==> config.mk <==
export PLATFORM = sky130hd
export DESIGN_NAME = fb_scanout
export DESIGN_NICKNAME = d
export VERILOG_FILES = /design/src/rtl/fb_scanout.sv
export SDC_FILE = /design/constraint.sdc
export NUM_CORES = 1
export LEC_CHECK = 0
export ABC_CLOCK_PERIOD_IN_PS = 5700
export CAP_MARGIN = 20
export CORE_MARGIN = 2
export CORE_UTILIZATION = 50
export CTS_BUF_LIST = sky130_fd_sc_hd__clkbuf_8
export CTS_CLUSTER_DIAMETER = 60
export DETAILED_ROUTE_END_ITERATION = 8
export PLACE_DENSITY = 0.65
export SLEW_MARGIN = 20
export SYNTH_ARGS = -nofsm -noshare
export SYNTH_HDL_FRONTEND = slang
export SYNTH_SLANG_ARGS = --single-unit
==> constraint.sdc <==
create_clock -name clk -period 5.7 [get_ports clk]
set_clock_uncertainty 0.05 [all_clocks]
set_input_delay 1.14 -clock clk [delete_from_list [all_inputs] [get_ports clk]]
set_output_delay 1.14 -clock clk [all_outputs]
set_load 0.005 [all_outputs]
==> src/rtl/fb_scanout.sv <==
// fb_scanout -- display-side reader of the external framebuffer.
//
// Produces VGA-style timing (640x480 visible by default) from a half-size
// image by 2x2 pixel doubling. Even visible lines fetch H_ACTIVE/2 pixels
// from the framebuffer into an internal line buffer. Odd visible lines
// replay that buffer without touching the framebuffer.
//
// Optional feature: define FB_SCANOUT_PALETTE_EN to add the 12-bit rgb
// output, which is a 16-level grey ramp of the pixel index.
//
// Ports:
//   clk               pixel clock
//   rst               asynchronous reset, active-high
//   fb_data[3:0]      framebuffer output (one-cycle registered read latency)
//   fb_read           strobe: advance framebuffer read pointer
//   fb_reset_read_ptr strobe: framebuffer read pointer back to 0
//   hsync, vsync      active-low sync pulses
//   de                high during visible pixels
//   pixel[3:0]        colour index, 0 whenever de=0
//   vblank            high on rows V_ACTIVE..V_TOTAL-1
//   rgb[11:0]         {pixel,pixel,pixel} (only with FB_SCANOUT_PALETTE_EN)
module fb_scanout #(
  parameter int H_ACTIVE = 640,
  parameter int H_FP     = 16,
  parameter int H_SYNC   = 96,
  parameter int H_BP     = 48,
  parameter int V_ACTIVE = 480,
  parameter int V_FP     = 10,
  parameter int V_SYNC   = 2,
  parameter int V_BP     = 33
) (
  input  logic        clk,
  input  logic        rst,
  input  logic [3:0]  fb_data,
  output logic        fb_read,
  output logic        fb_reset_read_ptr,
  output logic        hsync,
  output logic        vsync,
  output logic        de,
  output logic [3:0]  pixel,
  output logic        vblank
`ifdef FB_SCANOUT_PALETTE_EN
  ,
  output logic [11:0] rgb
`endif
);

  localparam int H_TOTAL  = H_ACTIVE + H_FP + H_SYNC + H_BP;
  localparam int V_TOTAL  = V_ACTIVE + V_FP + V_SYNC + V_BP;
  localparam int XW       = $clog2(H_TOTAL);
  localparam int YW       = $clog2(V_TOTAL);
  localparam int LB_DEPTH = H_ACTIVE / 2;
  localparam int LBW      = (LB_DEPTH > 1) ? $clog2(LB_DEPTH) : 1;

  localparam logic [XW-1:0] X_ACT   = XW'(H_ACTIVE);
  localparam logic [XW-1:0] X_HS_LO = XW'(H_ACTIVE + H_FP);
  localparam logic [XW-1:0] X_HS_HI = XW'(H_ACTIVE + H_FP + H_SYNC);
  localparam logic [XW-1:0] X_LAST  = XW'(H_TOTAL - 1);
  localparam logic [YW-1:0] Y_ACT   = YW'(V_ACTIVE);
  localparam logic [YW-1:0] Y_VS_LO = YW'(V_ACTIVE + V_FP);
  localparam logic [YW-1:0] Y_VS_HI = YW'(V_ACTIVE + V_FP + V_SYNC);
  localparam logic [YW-1:0] Y_LAST  = YW'(V_TOTAL - 1);

  // Raster counters
  logic [XW-1:0] x_reg, x_next;
  logic [YW-1:0] y_reg, y_next;

  always_comb begin
    x_next = x_reg + XW'(1);
    y_next = y_reg;
    if (x_reg == X_LAST) begin
      x_next = '0;
      y_next = (y_reg == Y_LAST) ? '0 : y_reg + YW'(1);
    end
  end

  always_ff @(posedge clk or posedge rst) begin
    if (rst) begin
      x_reg <= '0;
      y_reg <= Y_ACT;   // start of vertical front porch
    end else begin
      x_reg <= x_next;
      y_reg <= y_next;
    end
  end

  // Raw timing decode from the counters
  logic x_vis, y_vis, fetch_row;
  logic hs_raw, vs_raw, de_raw, vb_raw;
  logic wr_en;
  logic [LBW-1:0] col_addr;

  assign x_vis     = (x_reg < X_ACT);
  assign y_vis     = (y_reg < Y_ACT);
  assign fetch_row = y_vis && !y_reg[0];
  assign hs_raw    = !((x_reg >= X_HS_LO) && (x_reg < X_HS_HI));
  assign vs_raw    = !((y_reg >= Y_VS_LO) && (y_reg < Y_VS_HI));
  assign de_raw    = x_vis && y_vis;
  assign vb_raw    = !y_vis;
  assign col_addr  = LBW'(x_reg >> 1);

  // Reads are issued on even columns; the framebuffer answers one clock
  // later, so the odd column that follows captures entry x/2.
  assign fb_read           = fetch_row && x_vis && !x_reg[0];
  assign wr_en             = fetch_row && x_vis &&  x_reg[0];
  assign fb_reset_read_ptr = (y_reg == Y_VS_LO) && (x_reg == '0);

  // Line buffer (contents deliberately not reset)
  logic [3:0] line_buf [0:LB_DEPTH-1];

  always_ff @(posedge clk) begin
    if (wr_en)
      line_buf[col_addr] <= fb_data;
  end

  // Two delay stages let the even-column pixel wait for its odd-column
  // write; the third stage is the registered line-buffer read, which also
  // registers the sync/blank outputs so all five stay aligned.
  logic [3:0]     ctrl1_reg, ctrl2_reg;   // {hs, vs, de, vb}
  logic [LBW-1:0] addr1_reg, addr2_reg;

  always_ff @(posedge clk or posedge rst) begin
    if (rst) begin
      ctrl1_reg <= 4'b1101;
      ctrl2_reg <= 4'b1101;
      addr1_reg <= '0;
      addr2_reg <= '0;
      hsync     <= 1'b1;
      vsync     <= 1'b1;
      de        <= 1'b0;
      vblank    <= 1'b1;
      pixel     <= 4'd0;
    end else begin
      ctrl1_reg <= {hs_raw, vs_raw, de_raw, vb_raw};
      ctrl2_reg <= ctrl1_reg;
      addr1_reg <= col_addr;
      addr2_reg <= addr1_reg;
      hsync     <= ctrl2_reg[3];
      vsync     <= ctrl2_reg[2];
      de        <= ctrl2_reg[1];
      vblank    <= ctrl2_reg[0];
      pixel     <= ctrl2_reg[1] ? line_buf[addr2_reg] : 4'd0;
    end
  end

`ifdef FB_SCANOUT_PALETTE_EN
  // Grey ramp; pixel is already 0 outside the visible area.
  assign rgb = {pixel, pixel, pixel};
`endif

endmodule

## Yosys cells after proc, flatten, opt, wreduce, memory -nomap -nowiden

Memories as Yosys holds them, arrays and structs flattened.
Index checks and enable logic that the tools add are counted.

| word-level totals | value |
|---|---|
| memories | 1 |
| RAM bits | 1280 |
| bits of input ports | 6 |
| flip-flop bits (word level) | 54 |
| output and inout port bits | 10 |

Memories:

| memory | depth | bits a word | rd ports | clocked after Yosys merged registers in | write ports | RTL line | text |
|---|---|---|---|---|---|---|---|
| line_buf | 320 | 4 | 1 | 0 | 1 | 109 | `logic [3:0] line_buf [0:LB_DEPTH-1];` |

| cells by class | value |
|---|---|
| mux-type cells | 5 |
| $add $sub $neg | 2 |
| eq/ne operators | 3 |
| reductions and logical operators | 14 |
| magnitude comparators | 6 |

Operators by type and width:

| operator | count |
|---|---|
| 10-bit by 1-bit adder with 10-bit output, second input constant | 2 |
| 10-bit == test, second input constant | 2 |
| 10-bit < comparator, second input constant | 2 |
| 10-bit by 9-bit < comparator with 1-bit output, second input constant | 2 |
| 10-bit two-way mux | 2 |
| 10-bit by 9-bit == test with 1-bit output, second input constant | 1 |
| 10-bit greater-or-equal comparator, second input constant | 1 |
| 10-bit by 9-bit greater-or-equal comparator with 1-bit output, second input constant | 1 |
| 10-bit zero test | 1 |
| 1-bit logical AND | 8 |
| 1-bit zero test | 5 |
| 4-bit two-way mux | 1 |
| 1-bit two-way mux | 2 |

## Logic depth before layout (Yosys ltp)

| logic depth | value |
|---|---|
| depth in word-level cells | 6 |
| depth in mapped cells | 12 |
| gate-level depth less buffers | 9 |

## Worst setup path after synthesis

No wires, ideal clock.

| timing | value |
|---|---|
| path type | reg-to-reg |
| from | register addr2_reg[1] |
| to | register pixel[2] |
| cell stages (with the launch flop) | 11 |
| data arrival time | 2471 ps |
| buffers on the path | 4 |
| path slack | 3058 ps |
| setup time | 122 ps |
| clock period less this slack | 2642 ps |
| cell sequence | dfrtp_1 -> buf_2 -> buf_2 -> buf_4 -> clkbuf_1 -> mux4_2 -> mux4_2 -> a22oi_1 -> a21oi_1 -> a41oi_1 -> nand2_1 |

| on the way | value |
|---|---|
| cells in the longest elaborated chain, start to end | 2 |

RTL lines:

| item | RTL line | text |
|---|---|---|
| from (decl) | 120 | `logic [LBW-1:0] addr1_reg, addr2_reg;` |
| from (signal assigned) | 137 | `addr2_reg <= addr1_reg;` |
| memory 320 x 4 bit | - |  |
| 4-bit two-way mux | 142 | `pixel <= ctrl2_reg[1] ? line_buf[addr2_reg] : 4'd0;` |
| to (signal assigned) | 142 |  |
| to (decl) | 40 | `output logic [3:0] pixel,` |

No other way between the ends.
A chain may end at the register's enable or synchronous reset.

## Final worst setup path

| timing | value |
|---|---|
| from | register x_reg[5] |
| to | output port fb_reset_read_ptr |

| on the way | value |
|---|---|
| cells in the longest elaborated chain, start to end | 2 |

RTL lines:

| item | RTL line | text |
|---|---|---|
| from (decl) | 65 | `logic [XW-1:0] x_reg, x_next;` |
| from (signal assigned) | 82 | `x_reg <= x_next;` |
| 10-bit zero test | 106 | `assign fb_reset_read_ptr = (y_reg == Y_VS_LO) && (x_reg == '0);` |
| 1-bit logical AND | 106 |  |
| to (decl) | 36 | `output logic fb_reset_read_ptr,` |

No other way between the ends.

==> load_flow_metrics.sql <==
INSERT INTO impl_metrics (metric_group, metric, value, unit) VALUES
('timing', 'slew_violations', '0', ''),
('setup_path', 'timing.reg2reg.setup_slack', '1.63', 'ns'),
('clock_network', 'post_cts_resized', '0', ''),
('global_route', 'grt.busiest_layer', 'met2', ''),
('timing', 'final-setup-viol-count', '0', ''),
('routing', 'drt-pass1-iter-count', '5', ''),
('routing', 'num_vias', '26592', ''),
('placement', 'place_hpwl', '74400', 'um'),
('global_route', 'vias_in_the_first_global_route', '27647', ''),
('floorplanning', 'floorplan.core_area', '105000', 'um^2'),
('synth', 'post_synth.cell_area_avg', '19.6', 'um^2'),
('synth', 'post_synthesis_cell_type_with_the_largest_combined_area', 'sky130_fd_sc_hd__edfxtp_1', ''),
('synth', 'synth.yosys.warnings', '0', ''),
('timing', 'unrepaired_setup_endpoints_after_global_routing', 'false', ''),
('timing', 'max_freq', '204', 'MHz'),
('placement', 'place_ws', '1.65', 'ns'),
('routing', 'drt_wl_total', '123000', 'um'),
('clock_network', 'clock_tree.htree_level_count', '4', ''),
('setup_path', 'timing.critical_path.to', 'fb_reset_read_ptr', ''),
('floorplanning', 'fp.dieArea', '108000', 'um^2'),
('floorplanning', 'chipHeight', '328', 'um'),
('final_layout', 'layout.cells.most_common', 'sky130_fd_sc_hd__edfxtp_1', ''),
('setup_path', 'setup.worst_path.start', 'x_reg[5]', ''),
('timing', 'finalHoldViolCount', '0', ''),
('timing', 'period_minus_slack', '4.91', 'ns'),
('timing', 'hold_ws', '0.289', 'ns'),
('clock_network', 'post-cts-setup-buffers', '0', ''),
('synth', 'synth-seq-cells', '1334', ''),
('setup_path', 'cp_data_arrival_time', '3.72', 'ns'),
('floorplanning', 'die_w', '328', 'um'),
('min_path', 'hold_class', 'reg -> reg', ''),
('setup_path', 'critical_path.reg2reg.endpoint', 'pixel[3]', ''),
('global_route', 'grt_max_degree', '142', ''),
('routing', 'post_drt_wl_per_cell', '28.2', 'um'),
('global_route', 'grtUsageTotal', '23.2', '%'),
('status', 'run_status', 'completed', ''),
('routing', 'postRouteAntennaNets', '0', ''),
('synth', 'synthDistinctLibCells', '60', ''),
('global_route', 'initial_antenna_violation_count', '1', ''),
('routing', 'drtIter0Drc', '3047', ''),
('timing', 'timing_worst_slew_pin_value', '1.11', 'ns'),
('power', 'power_density', '315', 'nW/um^2'),
('clock_network', 'cts-root-to-sink-buffers', '3', ''),
('routing', 'post-route-drc-count', '0', ''),
('timing', 'final.setup.tns', '0', 'ns'),
('setup_path', 'crit_path_kind', 'reg -> out', ''),
('global_route', 'groute.layer.met3.usage', '4.32', '%'),
('global_route', 'overflow', '0', ''),
('final_layout', 'area_growth_syn_to_layout', '10.2', '%'),
('synth', 'yosys-top-cells-area', 'sky130_fd_sc_hd__edfxtp_1 (73%), sky130_fd_sc_hd__mux4_2 (14%), sky130_fd_sc_hd__nor2_1 (2.5%)', ''),
('floorplanning', 'initial_core_util', '50.2', '%'),
('placement', 'post-place-cells', '3977', ''),
('clock_network', 'cts-hold-fix-buffers', '0', ''),
('final_layout', 'finish.instance_area', '58000', 'um^2'),
('setup_path', 'path_depth_of_the_worst_reg2reg_path', '8', ''),
('final_layout', 'largest_register_ff_count', '1280', ''),
('setup_path', 'crit_path_end_kind', 'output port', ''),
('placement', 'detailed_place.area', '54200', 'um^2'),
('setup_path', 'worstReg2RegStart', 'addr2_reg[2]', ''),
('final_layout', 'layout_common_cells', 'sky130_fd_sc_hd__edfxtp_1 (1280), sky130_fd_sc_hd__nor2_1 (357), sky130_fd_sc_hd__mux4_2 (318)', ''),
('global_route', 'met1_usage', '31.7', '%'),
('clock_network', 'cts_tree', 'done', ''),
('floorplanning', 'io_pins', '16', ''),
('clock_network', 'clk-insertion-delay-late', '0.87', 'ns'),
('setup_path', 'worst_setup_path_start_kind', 'flop', ''),
('synth', 'synth_nets', '2691', ''),
('placement', 'final_replace_weighted_congestion', '0.816', ''),
('setup_path', 'crit_chain', 'nor2_1, nand2_1, nor3_1, clkdlybuf4s50_1', ''),
('final_layout', 'design.final.nets', '2802', ''),
('clock_network', 'ctsRootBufferMaster', 'sky130_fd_sc_hd__clkbuf_8', ''),
('setup_path', 'required', '4.51', 'ns');
-- report_power, final --
| part | leakage [nW] | switching, mW | internal (mW) |
|---|---|---|---|
| sequential | 12.1 | 0.00245 | 10.7 |
| combinational | 4.54 | 0.152 | 0.0147 |
| clock | 2.22 | 3.64 | 3.72 |
| total | 18.9 | 3.79 | 14.5 |
-- cell families after synthesis --
family / synth area share (%)
flops: 75.6
simple gates: 4.60
mux: 15.3
compound gates: 2.41
buf+inv: 1.80
xor+xnor: 0.216
fa+ha+maj: 0.0951
-- layer usage --
| layer | part of all wire, % | vias up |
|---|---|---|
| met4 | 3.3 | 0 |
| met5 | 0 | - |
| met1 | 40 | 14001 |
| met2 | 49 | 1158 |
| met3 | 7.3 | 244 |
| li1 | - | 11189 |
-- how the worst min path moves through the flow --
stage,end,cells past startpoint,slack (ns),startpoint
6_report,addr2_reg[4],0,0.29,addr1_reg[4]
5_1_grt,addr2_reg[4],0,0.31,addr1_reg[4]
4_1_cts,addr2_reg[4],0,0.28,addr1_reg[4]
3_5_place_dp,addr2_reg[5],0,0.29,addr1_reg[5]
3_3_place_gp,addr2_reg[1],0,0.28,addr1_reg[1]
2_1_floorplan,addr2_reg[0],0,0.28,addr1_reg[0]
-- critical path, delay by kind of cell, from the launching register on --
kind | cells | cell delay [ns]
flip-flops | 1 | 0.51
AND/OR/NAND/NOR | 3 | 1.76
buffers and inverters | 1 | 0.58
-- cell type report --
class	count	area, um^2
multi-input cells	1171	11900
inverters	11	43.8
clock inverters	168	875
fillers	7999	46800
repair buffers	70	691
flip-flops and latches	1334	39800
diodes	5	12.5
clock buffers	212	2920
well taps	1391	1740
-- metrics by stage --
stage                     power, mW  util (%)
final                          18.3      55.4
after global routing           18.8      55.4
after CTS                      18.4      55.3
after detailed placement       11.1      51.7
after global placement         11.1      51.7
after floorplan                11.0         -
-- synth_stat cells, types with 13 or more instances --
cell type,instances
sky130_fd_sc_hd__dfrtp_1,41
sky130_fd_sc_hd__buf_2,30
sky130_fd_sc_hd__o22ai_1,17
sky130_fd_sc_hd__a22oi_1,22
sky130_fd_sc_hd__dfstp_2,13
sky130_fd_sc_hd__buf_6,20
sky130_fd_sc_hd__mux4_2,318
sky130_fd_sc_hd__o221ai_1,24
sky130_fd_sc_hd__o21ai_0,18
sky130_fd_sc_hd__nor2b_1,15
sky130_fd_sc_hd__edfxtp_1,1280
sky130_fd_sc_hd__nand2_1,76
sky130_fd_sc_hd__mux2i_1,83
sky130_fd_sc_hd__nand3_1,45
sky130_fd_sc_hd__buf_4,16
sky130_fd_sc_hd__nor3_1,22
sky130_fd_sc_hd__clkbuf_1,88
sky130_fd_sc_hd__nor2_1,357
sky130_fd_sc_hd__nand4_1,15
sky130_fd_sc_hd__a21oi_1,33
(Power assumes the default switching activity.)
